### src/rtl/sum_result_buffer.sv
// Show-ahead result FIFO behind the registered adder: absorbs bursts, counts drops when full,
// and keeps a clearable wrap-around running sum of every accepted result.
module sum_result_buffer #(
  parameter  int W     = 10,
  parameter  int DEPTH = 4,
  parameter  int ACC_W = 16,
  localparam int CW    = $clog2(DEPTH + 1)
) (
  input  logic             clk,
  input  logic             rst,
  input  logic             in_valid,
  input  logic [W-1:0]     in_data,
  output logic             out_valid,
  input  logic             out_ready,
  output logic [W-1:0]     out_data,
  output logic [CW-1:0]    count,
  output logic             full,
  output logic             empty,
  output logic [7:0]       drop_cnt,
  input  logic             acc_clr,
  output logic [ACC_W-1:0] acc
);

  localparam int AW = $clog2(DEPTH);

  logic [W-1:0]     r_mem [DEPTH];
  logic [AW-1:0]    r_wr_ptr;
  logic [AW-1:0]    r_rd_ptr;
  logic [CW-1:0]    r_count;
  logic [7:0]       r_drop_cnt;
  logic [ACC_W-1:0] r_acc;

  logic w_full;
  logic w_empty;
  logic w_pop;
  logic w_push;
  logic w_drop;

  assign w_full  = (r_count == CW'(DEPTH));
  assign w_empty = (r_count == '0);
  assign w_pop   = !w_empty && out_ready;
  // A pop frees the head slot on the same edge, so a push into a full FIFO is still accepted.
  assign w_push  = in_valid && (!w_full || w_pop);
  assign w_drop  = in_valid && w_full && !w_pop;

  always_ff @(posedge clk) begin
    if (w_push && !rst) begin
      r_mem[r_wr_ptr] <= in_data;
    end
  end

  always_ff @(posedge clk or posedge rst) begin
    if (rst) begin
      r_wr_ptr <= '0;
      r_rd_ptr <= '0;
      r_count  <= '0;
    end else begin
      if (w_push) begin
        r_wr_ptr <= r_wr_ptr + AW'(1);
      end
      if (w_pop) begin
        r_rd_ptr <= r_rd_ptr + AW'(1);
      end
      if (w_push && !w_pop) begin
        r_count <= r_count + CW'(1);
      end else if (w_pop && !w_push) begin
        r_count <= r_count - CW'(1);
      end
    end
  end

  always_ff @(posedge clk or posedge rst) begin
    if (rst) begin
      r_drop_cnt <= '0;
    end else if (w_drop && (r_drop_cnt != '1)) begin
      r_drop_cnt <= r_drop_cnt + 8'd1;
    end
  end

  always_ff @(posedge clk or posedge rst) begin
    if (rst) begin
      r_acc <= '0;
    end else if (acc_clr) begin
      r_acc <= w_push ? ACC_W'(in_data) : '0;
    end else if (w_push) begin
      r_acc <= r_acc + ACC_W'(in_data);
    end
  end

  assign out_data  = r_mem[r_rd_ptr];
  assign out_valid = !w_empty;
  assign count     = r_count;
  assign full      = w_full;
  assign empty     = w_empty;
  assign drop_cnt  = r_drop_cnt;
  assign acc       = r_acc;

endmodule

### config.mk
export PLATFORM = sky130hd
export DESIGN_NAME = sum_result_buffer
export DESIGN_NICKNAME = d
export VERILOG_FILES = /design/src/rtl/sum_result_buffer.sv
export SDC_FILE = /design/constraint.sdc
export NUM_CORES = 1
export LEC_CHECK = 0
export BUFFER_PORTS_ARGS = -buffer_cell sky130_fd_sc_hd__buf_4
export CAP_MARGIN = 40
export CELL_PAD_IN_SITES_DETAIL_PLACEMENT = 1
export CELL_PAD_IN_SITES_GLOBAL_PLACEMENT = 1
export CORE_MARGIN = 1
export CORE_UTILIZATION = 46
export DETAILED_ROUTE_END_ITERATION = 16
export GPL_TIMING_DRIVEN = 0
export PLACE_DENSITY_LB_ADDON = 0.1
export RECOVER_POWER = 100
export REMOVE_ABC_BUFFERS = 1
export SYNTH_ARGS = -nofsm -noshare
export SYNTH_HDL_FRONTEND = slang
export SYNTH_SLANG_ARGS = --single-unit
export TNS_END_PERCENT = 1
### constraint.sdc
create_clock -name clk -period 3.4 [get_ports clk]
set_input_delay 0.51 -clock clk [delete_from_list [all_inputs] [get_ports clk]]
set_output_delay 0.51 -clock clk [all_outputs]
set_load 0.01 [all_outputs]
==> run_results.csv <==
group,metric,value,unit
pwr,p_leak,0.001522,uW
global_route,use_met1,0.2880,
sta,final.setup.tns,0,ns
clock_network,worstSkewPairLatency,0.35,ns
global_route,antenna_found_initial,0,
synth,synth_area_leaders,"edfxtp_1 (34%), dfrtp_1 (22%), mux4_2 (6.4%), ha_1 (5.7%), xnor2_1 (2.7%)",
routing,drt_iter0_markers,95,
sta,min_period_over_period,0.8257,
global_route,overflow,0,
sta,hold_viol_final,0,
die,start_util,0.4805,
clock_network,cts_buffers,9,
clock_network,clkSinkCount,71,
routing,ant_nets,0,
synth,synth_largest_area_cell,"edfxtp_1",
synth,ys_top_cells_by_count,"edfxtp_1 (40), dfrtp_1 (31), ha_1 (16), nand2_1 (16), nand3_1 (14)",
routing,drt-total-wl,8004,um
worst_setup_path,worstPathMaxFanout,23,
die,rows,31,
placement,gp_congestion,0.8353,
finish,synthToLayoutAreaGrowth,13.00,%
worst_setup_path,start_kind,"flip-flop",
synth,synth_warnings,0,
clock_network,htreeDepth,3,
finish,fin_cells,431,
sta,max-slew-margin-rel,-0.01155,
routing,viasPerCell,5.636,
job,drv_cap,1,
outcome,outcome,"complete, but fails checks",
routing,dr.pass1.iters,4,
worst_setup_path,reg2reg_depth,7,
finish,final_nets,360,
die,core-area,0.007331,mm2
worst_setup_path,critical_path_class,"flip-flop to flip-flop",
sta,tightest_slew,1.498,ns
synth,synth_seq_cells,71,
global_route,grt.busiest_layer,"met2",
synth,async_flop_share,0.4366,
finish,post-route-util,0.5429,
placement,place_inst,415,
global_route,grt_max_degree,24,
global_route,track_usage,0.2251,
finish,fillers,800,
die,die_x,89.51,um
global_route,met3_usage,0.04247,
clock_network,cts_hold_buf,0,
worst_hold_path,hold_path_class,"input pin to asynchronous set/reset pin",
sta,setup_viol,0,
synth,yosysUniqueCellTypes,52,
placement,dp_hpwl,5849,um
worst_setup_path,required,3.63,ns
die,die_h,89.51,um
synth,synthCells,271,
clock_network,cts_root_buffer,"clkbuf_8",
clock_network,cts_tree,"built",
pwr,peakVddDrop,0.3175,mV
routing,avgRoutedWirePerCell,18.57,um
sta,rsz0062_at_grt,"no",
sta,fmax,356.2,MHz
synth,synth.most_common_cell,"edfxtp_1",
synth,synth-edff-count,40,
die,io-pin-count,55,
global_route,grt.met2_usage,0.3845,
global_route,grt_pass1_wl,13050,um
finish,drive_above_1_share,0.1054,
synth,synth_seq_area_share,0.5613,
sta,setup_ws,0.5927,ns
synth,synth_flop_cell,"edfxtp_1",
synth,synth_top_area_frac,0.3410,
outcome,violations,"capacitance limit, slew limit",
placement,dp_slack,0.5322,ns
clock_network,clk_pin_slew,0.08,ns
die,design.die.area,0.008011,mm2
clock_network,clk_path_buf_depth,2,
routing,dr_total_vias,2429,
clock_network,post_cts_buffers,0,
synth,syn_avg_cell_area,13.00,um2
finish,antenna_cells,0,
worst_setup_path,cp-end-kind,"flip-flop",
routing,drc_errors,0,
clock_network,cts_resized,0,
sta,maxSlewViolCount,1,
placement,portBuffers,54,
sta,skew,0.009909,ns
global_route,grt_pass1_vias,2584,
synth,syn_area,0.003522,mm2
sta,post-route-min-period,2.807,ns
worst_setup_path,worstPathArrival,3.04,ns
pwr,powerDensity,714.7,mW/mm2
==> final timing paths <==
kind,startpoint,to,slack (ns)
setup / recovery,count[0]$_DFFE_PP0P_,count[1]$_DFFE_PP0P_,0.59
hold / removal,rst,acc[15]$_DFFE_PP0P_,0.20
setup reg to reg,count[0]$_DFFE_PP0P_,count[1]$_DFFE_PP0P_,0.59
hold reg to reg,drop_cnt[7]$_DFFE_PP0P_,drop_cnt[7]$_DFFE_PP0P_,0.50
max in group asynchronous,rst,count[1]$_DFFE_PP0P_,1.73
min in group clk,out_ready,r_rd_ptr[1]$_DFFE_PP0N_,0.46
==> worst max-delay path, stage by stage, from the launching register on <==
cell and delay, ns:
dfrtp_1 0.49, or4b_1 0.58, nand2_2 0.30, inv_2 0.27, ha_1 0.30, inv_1 0.08
fa_1 0.40, mux2_2 0.26
==> metal layers <==
metal	up-vias	wire, um
met4	0	97
li1	1154	-
met3	9	207
met2	44	4119
met1	1222	3580
met5	-	0
==> through the flow <==
step,power [uW],cell area [um2],hold slack (ns)
floorplan,1887,3458,0.5218
global placement,2287,3988,0.4858
detailed placement,2342,4015,0.5013
CTS,3027,4213,0.2452
global route,3045,3980,0.2414
finish,2844,3980,0.2015
==> report_power, final <==
part           total (uW)  internal [uW]  leakage, uW  switching, uW
logic                 914            412     0.000674            503
clock network         680            343    0.0000891            337
registers            1250           1060     0.000759            189
==> cell usage in the layout, fill, tap and decap left out, drive strengths merged, types with 9 or more instances in the layout <==
master   n
dfrtp   31
nand2   17
ha      16
nand3   14
clkbuf  62
mux4    10
o21ai   12
nor2    13
and3     9
a21oi   13
edfxtp  40
inv     10
xnor2   11
==> sequential cells by signal (all words and copies together) (netlist names) <==
name and flops:
r_mem 40, acc 16, drop_cnt 8, count 3, r_rd_ptr 2, r_wr_ptr 2
==> cell families (layout without fill, tap and decap cells) <==
| kind of cell | Yosys count | count (layout) | share of synthesized area |
|---|---|---|---|
| AOI/OAI and AO/OA | 52 | 52 | 0.1005 |
| xor gates and xnor gates | 18 | 18 | 0.04476 |
| adders and majority gates | 18 | 18 | 0.06821 |
| buffers and inverters | 20 | 81 | 0.02877 |
| DFF | 71 | 71 | 0.5613 |
| muxes | 16 | 16 | 0.08171 |
| and+or+nand+nor | 76 | 76 | 0.1147 |
==> area by class of cell <==
class	instances	area [um2]	share of cell area
inverter	10	37.54	0.009431
tap	99	123.9	0.03112
sequential	71	1977	0.4967
clock inverter	6	70.07	0.01760
clock buffer	10	127.6	0.03207
timing repair buffer	55	221.5	0.05564
multi-input combinational	180	1423	0.3574
Power figures use the tool's default switching activity.
